## config.mk

```make
export PLATFORM = sky130hd
export DESIGN_NAME = controle_irrigacao
export DESIGN_NICKNAME = d
export VERILOG_FILES = /design/src/rtl/controle_irrigacao_pkg.sv /design/src/rtl/debounce_filtro.sv /design/src/rtl/controle_irrigacao.sv
export SDC_FILE = /design/constraint.sdc
export NUM_CORES = 1
export LEC_CHECK = 0
export ABC_AREA = 1
export BUFFER_PORTS_ARGS = -buffer_cell sky130_fd_sc_hd__buf_2
export CAP_MARGIN = 30
export CORE_UTILIZATION = 61
export DETAILED_ROUTE_END_ITERATION = 12
export PLACE_DENSITY = 0.79
export RECOVER_POWER = 25
export SLEW_MARGIN = 20
export SYNTH_ARGS = -nofsm -noshare
export SYNTH_HDL_FRONTEND = slang
export SYNTH_SLANG_ARGS = --single-unit
```

## constraint.sdc

```tcl
create_clock -name Clock -period 2.25 [get_ports Clock]
set_clock_uncertainty 0.15 [all_clocks]
set_input_delay 0.225 -clock Clock [delete_from_list [all_inputs] [get_ports Clock]]
set_output_delay 0.225 -clock Clock [all_outputs]
set_load 0.01 [all_outputs]
```

## src/rtl/controle_irrigacao_pkg.sv

```systemverilog
// rtl/controle_irrigacao_pkg.sv - shared state encoding and default parameters for controle_irrigacao
package controle_irrigacao_pkg;

    localparam int STATE_W = 2;

    localparam logic [1:0] ST_IDLE  = 2'd0;
    localparam logic [1:0] ST_GOTEJ = 2'd1;
    localparam logic [1:0] ST_ASPER = 2'd2;
    localparam logic [1:0] ST_FALHA = 2'd3;

    localparam int DEBOUNCE_CYCLES_DEF = 16;
    localparam int MIN_ON_CYCLES_DEF   = 1000;
    localparam int DISPLAY_CYCLES_DEF  = 500;
    localparam int CW_DEF              = 16;

endpackage

```

## src/rtl/debounce_filtro.sv

```systemverilog
// rtl/debounce_filtro.sv - 2-flop synchronizer followed by a stability-counter debounce
module debounce_filtro
    import controle_irrigacao_pkg::*;
#(
    parameter int DEBOUNCE_CYCLES = DEBOUNCE_CYCLES_DEF,
    parameter int CW              = CW_DEF
) (
    input  logic clk_i,
    input  logic rst_ni,
    input  logic raw_i,
    output logic filt_o
);

    localparam logic [CW-1:0] LAST = CW'(DEBOUNCE_CYCLES - 1);

    logic          sync1_q;
    logic          sync2_q;
    logic          filt_q;
    logic          filt_d;
    logic [CW-1:0] cnt_q;
    logic [CW-1:0] cnt_d;

    // Count consecutive synced samples that disagree with the filtered value;
    // any agreeing sample restarts the count.
    always_comb begin
        cnt_d  = cnt_q;
        filt_d = filt_q;
        if (sync2_q == filt_q) begin
            cnt_d = '0;
        end else if (cnt_q == LAST) begin
            filt_d = sync2_q;
            cnt_d  = '0;
        end else begin
            cnt_d = cnt_q + CW'(1);
        end
    end

    // Synchronizer chain and filter state.
    always_ff @(posedge clk_i or negedge rst_ni) begin
        if (!rst_ni) begin
            sync1_q <= 1'b0;
            sync2_q <= 1'b0;
            filt_q  <= 1'b0;
            cnt_q   <= '0;
        end else begin
            sync1_q <= raw_i;
            sync2_q <= sync1_q;
            filt_q  <= filt_d;
            cnt_q   <= cnt_d;
        end
    end

    assign filt_o = filt_q;

endmodule

```

## src/rtl/controle_irrigacao.sv

```systemverilog
// rtl/controle_irrigacao.sv - irrigation/tank controller top; CONTROLE_SEL_MANUAL_EN selects manual display page
module controle_irrigacao
    import controle_irrigacao_pkg::*;
#(
    parameter int DEBOUNCE_CYCLES = DEBOUNCE_CYCLES_DEF,
    parameter int MIN_ON_CYCLES   = MIN_ON_CYCLES_DEF,
    parameter int DISPLAY_CYCLES  = DISPLAY_CYCLES_DEF,
    parameter int CW              = CW_DEF
) (
    input  logic               Clock,
    input  logic               Reset_n,
    input  logic               UmidadeAr,
    input  logic               UmidadeSolo,
    input  logic               Temperatura,
    input  logic               High,
    input  logic               Medium,
    input  logic               Low,
`ifdef CONTROLE_SEL_MANUAL_EN
    input  logic               ChaveSeletora,
`endif
    output logic               Gotejamento,
    output logic               Aspersao,
    output logic               ValvulaEntrada,
    output logic               Erro,
    output logic               Alarme,
    output logic               DisplaySel,
    output logic [STATE_W-1:0] Estado
);

    localparam logic [CW-1:0] MIN_ON = CW'(MIN_ON_CYCLES);

    // Bit order: 0 Ar, 1 Solo, 2 Temp, 3 Low, 4 Medium, 5 High
    logic [5:0] raw;
    logic [5:0] filt;

    assign raw = {High, Medium, Low, Temperatura, UmidadeSolo, UmidadeAr};

    for (genvar g = 0; g < 6; g++) begin : g_filtro
        debounce_filtro #(
            .DEBOUNCE_CYCLES(DEBOUNCE_CYCLES),
            .CW             (CW)
        ) u_filtro (
            .clk_i (Clock),
            .rst_ni(Reset_n),
            .raw_i (raw[g]),
            .filt_o(filt[g])
        );
    end

    logic f_ar, f_solo, f_temp, f_low, f_med, f_high;
    assign f_ar   = filt[0];
    assign f_solo = filt[1];
    assign f_temp = filt[2];
    assign f_low  = filt[3];
    assign f_med  = filt[4];
    assign f_high = filt[5];

    logic erro_d, alarme_d, d_got, d_asp;
    logic erro_q, alarme_q;
    logic [STATE_W-1:0] state_q, state_d;
    logic [CW-1:0]      on_cnt_q, on_cnt_d;
    logic               got_q, asp_q;
    logic               valve_q, valve_d;

    // Level consistency and demand decode from filtered sensors.
    always_comb begin
        erro_d   = (f_high & ~f_med) | (f_med & ~f_low);
        alarme_d = ~f_low | erro_d;
        d_got    = ~f_solo & f_ar & (~f_med | f_temp);
        d_asp    = ~f_solo & (~f_ar | (f_med & ~f_temp));
    end

    // Mode FSM; alarm preempts everything including the minimum on-time.
    always_comb begin
        state_d  = state_q;
        on_cnt_d = on_cnt_q;
        if (alarme_d) begin
            state_d = ST_FALHA;
        end else begin
            case (state_q)
                ST_IDLE: begin
                    if (d_asp) begin
                        state_d  = ST_ASPER;
                        on_cnt_d = '0;
                    end else if (d_got) begin
                        state_d  = ST_GOTEJ;
                        on_cnt_d = '0;
                    end
                end
                ST_GOTEJ, ST_ASPER: begin
                    if (on_cnt_q == MIN_ON &&
                        !((state_q == ST_GOTEJ) ? d_got : d_asp)) begin
                        state_d = ST_IDLE;
                    end else if (on_cnt_q != MIN_ON) begin
                        on_cnt_d = on_cnt_q + CW'(1);
                    end
                end
                default: state_d = ST_IDLE;
            endcase
        end
    end

    // Inlet valve hysteresis; an error closes it on the same edge it is flagged.
    always_comb begin
        valve_d = valve_q;
        if (erro_d || f_high) begin
            valve_d = 1'b0;
        end else if (!f_med) begin
            valve_d = 1'b1;
        end
    end

    // State, actuators, valve and status registers share one update edge.
    always_ff @(posedge Clock or negedge Reset_n) begin
        if (!Reset_n) begin
            state_q  <= ST_IDLE;
            on_cnt_q <= '0;
            got_q    <= 1'b0;
            asp_q    <= 1'b0;
            valve_q  <= 1'b0;
            erro_q   <= 1'b0;
            alarme_q <= 1'b0;
        end else begin
            state_q  <= state_d;
            on_cnt_q <= on_cnt_d;
            got_q    <= (state_d == ST_GOTEJ);
            asp_q    <= (state_d == ST_ASPER);
            valve_q  <= valve_d;
            erro_q   <= erro_d;
            alarme_q <= alarme_d;
        end
    end

`ifdef CONTROLE_SEL_MANUAL_EN
    logic sel_sync1_q, sel_sync2_q;

    // Page follows the operator switch through a 2-flop synchronizer.
    always_ff @(posedge Clock or negedge Reset_n) begin
        if (!Reset_n) begin
            sel_sync1_q <= 1'b0;
            sel_sync2_q <= 1'b0;
        end else begin
            sel_sync1_q <= ChaveSeletora;
            sel_sync2_q <= sel_sync1_q;
        end
    end

    assign DisplaySel = sel_sync2_q;
`else
    localparam logic [CW-1:0] DISP_LAST = CW'(DISPLAY_CYCLES - 1);

    logic [CW-1:0] disp_cnt_q;
    logic          disp_q;

    // Free-running page timer; page flips each time the counter wraps.
    always_ff @(posedge Clock or negedge Reset_n) begin
        if (!Reset_n) begin
            disp_cnt_q <= '0;
            disp_q     <= 1'b0;
        end else if (disp_cnt_q == DISP_LAST) begin
            disp_cnt_q <= '0;
            disp_q     <= ~disp_q;
        end else begin
            disp_cnt_q <= disp_cnt_q + CW'(1);
        end
    end

    assign DisplaySel = disp_q;
`endif

    assign Gotejamento    = got_q;
    assign Aspersao       = asp_q;
    assign ValvulaEntrada = valve_q;
    assign Erro           = erro_q;
    assign Alarme         = alarme_q;
    assign Estado         = state_q;

endmodule

```

==> flow_summary.toml <==
[die]
start_util_pct = 63.6
ioPinCount = 16
rows = 40
core_sq_um = 12300
dieArea_sq_um = 13200
die_x_um = 115
die_y_um = 115

[sta]
worst_hold_slack_ns = 0.194
grt_setup_unrepaired = "false"
period_share_pct = 85.9
period_minus_slack_ns = 1.93
finalHoldViolations = 0
tightest_slew_ns = 1.24
maxSlewViolCount = 0
finalSetupViolations = 0
max_freq_mhz = 517
tns_ns = 0
slew_headroom_pct = 17.2

[detailed_routing]
dr_total_vias = 5984
routed_wl_um = 14700
wl_per_cell_um = 12.8
ant_nets = 0
viasPerCell = 5.22
drt_iter0_markers = 415
drc = 0
firstDrtPassIters = 4

[global_routing]
gr-total-overflow = 0
antenna_found_initial = 0
grtUsageMet1_pct = 32.7
met2_usage_pct = 41.0
grt_usage_pct = 25.1
grt_first_pass_wirelength_um = 26100
grt_use_met3_pct = 6.54
grt_pass1_vias = 5908
grt_start_max_net_pins = 53
gr-max-usage-layer = "met2"

[logic_synthesis]
synth_top_area_share_pct = 49.4
synthMuxAreaShare_pct = 0
synth-simple-area-share_pct = 30.2
synthAdderAreaFrac_pct = 1.92
synth.distinct_cells = 36
syn_nets = 946
yosysWarnings = 0
synth_area_leaders = "dfrtp_1 (49%), nand2_1 (8.1%), nor2_1 (7.8%), xor2_1 (6.4%), inv_1 (5.3%)"
synth.avg_cell_area_sq_um = 8.42
synth_top_area_cell = "dfrtp_1"
ys_ff_latch = 154
yosysSeqAreaShare_pct = 49.4
syn-cell-area_sq_um = 7800
synth_compound_area_share_pct = 4.06
synth_xor_area_share_pct = 8.20
synth_cells = 926
synth_top_family_by_area = "simple AND/OR/NAND/NOR gates"

[critical_path]
crit_path_end_kind = "register"
path_class = "reg -> reg"
cp_max_fo = 24
slowest_delay_ns = 0.44
crit_required_ns = 2.45
path_cells = "inv_1 > ha_1 > a211oi_4 > nand2_1 > nand2_4 > nand3_1 > o21ai_2"
slowest_stage = "dfrtp_1"
crit_arrival_ns = 2.13
critPathLaunchType = "register"

[clocking]
root_buffer = "clkbuf_16"
cts_tree = "done"
path_clk_slew_ns = 0.06
clk_latency_ns = 0.42
numCtsBuffers = 17
cts_buffer_depth = 2
ctsHtreeMaxLevel = 4
postCtsSetupBuffers = 0
cts_sinks = 154

[place]
hpwlAfterDp_um = 10400
place.gp.congestion = 0.893
place_inst = 1107
portBuffers = 15

[run_status]
status = "finished, final reports clean"

[finish]
antenna_cells = 0
drive_gt1_share_pct = 10.0
area_growth_pct = 12.4
final_common_cell = "nand2_1"
post-route-util_pct = 71.5
fin_cells = 1146
final_net_count = 985
layout_common_cells = "nand2_1 (168), nor2_1 (163), dfrtp_1 (154)"

[power_and_ir_drop]
power_leakage_uw = 0.00389
vdd_ir_drop_max_mv = 0.657
power_density_nw_per_um2 = 672

[flow_run]
cap_violations = 0

[min_path]
hold_class = "reg -> reg"
-- state kept, by name (all words and copies together), names as in the netlist, 2 cells and up --
signal                     cells
g_filtro.u_filtro.cnt_q       96
g_filtro.u_filtro.sync2_q      6
Estado                         2
g_filtro.u_filtro.filt_o       6
on_cnt_q                      16
g_filtro.u_filtro.sync1_q      6
disp_cnt_q                    16
-- layout make-up --
class | instances | area [sq um]
clock buffers | 21 | 460
multi-input cells | 648 | 3460
inverters | 116 | 435
clock inverters | 11 | 144
flip-flops and latches | 154 | 3850
well taps | 168 | 210
fillers | 948 | 3490
repair buffers | 28 | 201
-- synthesized netlist by cell type --
cell	n
nor3b_1	10
nand4_1	22
nor3b_2	1
nor3_1	41
a211oi_4	1
o211ai_1	3
nand3_2	6
a21oi_1	19
clkbuf_1	5
dfrtp_1	154
or2_0	1
nand3_1	56
nand3b_1	2
o21ai_2	11
nand2_1	168
buf_6	2
a31oi_1	2
nor3_2	5
clkinv_1	1
or2_2	1
a21o_2	1
o21bai_1	3
nor4_1	22
a31o_2	1
xor2_1	57
inv_2	5
nand2_2	3
nor2_2	11
ha_1	12
inv_1	110
nor2_4	3
o21ai_0	6
nor2_1	163
buf_4	1
and3_1	1
xnor2_1	16
-- critical path, delay by kind of cell, from the launching register on --
family | cells | cell delay [ns]
and+or+nand+nor | 3 | 0.55
AOI/OAI and AO/OA | 2 | 0.38
DFF | 1 | 0.44
buffers and inverters | 1 | 0.07
adders and majority gates | 1 | 0.25
-- report_power, final --
part           total, uW  switching [uW]  internal (uW)
sequential          2840            28.4           2810
clock               2890            1090           1800
combinational        169             119           50.4
-- what timing repair did --
action                     in CTS  in global routing
hold endpoints to repair       92                  0
setup endpoints to repair       0                  3
resized for setup               0                  1
hold buffers                    7                  0
-- per-layer routing --
metal	vias up	routed length [um]
li1	3055	-
met1	2830	6950
met2	77	6920
met3	22	561
met4	0	227
met5	-	0
-- worst paths after layout --
kind / from / end / slack (ns) / depth (start not counted)
max: Estado[0]$_DFF_PN0_ / on_cnt_q[5]$_DFFE_PN0P_ / 0.32 / 7
min reg2reg: g_filtro[1].u_filtro.sync1_q$_DFF_PN0_ / g_filtro[1].u_filtro.sync2_q$_DFF_PN0_ / 0.19 / 0
max reg2reg: Estado[0]$_DFF_PN0_ / on_cnt_q[5]$_DFFE_PN0P_ / 0.32 / 7
min in group asynchronous: Reset_n / g_filtro[3].u_filtro.cnt_q[10]$_DFF_PN0_ / 0.45 / 2
min: g_filtro[1].u_filtro.sync1_q$_DFF_PN0_ / g_filtro[1].u_filtro.sync2_q$_DFF_PN0_ / 0.19 / 0
max in group asynchronous: Reset_n / on_cnt_q[8]$_DFFE_PN0P_ / 0.52 / 3
-- per-stage QoR --
| stage | total power, uW | setup slack, ns | instance area, sq um |
|---|---|---|---|
| 2_1_floorplan | 2960 | 0.398 | 7800 |
| 3_3_place_gp | 3050 | 0.265 | 8100 |
| 3_5_place_dp | 3050 | 0.195 | 8100 |
| 4_1_cts | 5950 | 0.176 | 8770 |
| 6_report | 5890 | 0.317 | 8770 |
| 5_1_grt | 6120 | 0.172 | 8770 |
-- kinds of logic after synthesis --
kind of cell,after synthesis
fa+ha+maj,12
buf+inv,124
xor+xnor,73
compound gates,47
flops,154
simple gates,516
(Power assumes the default switching activity.)
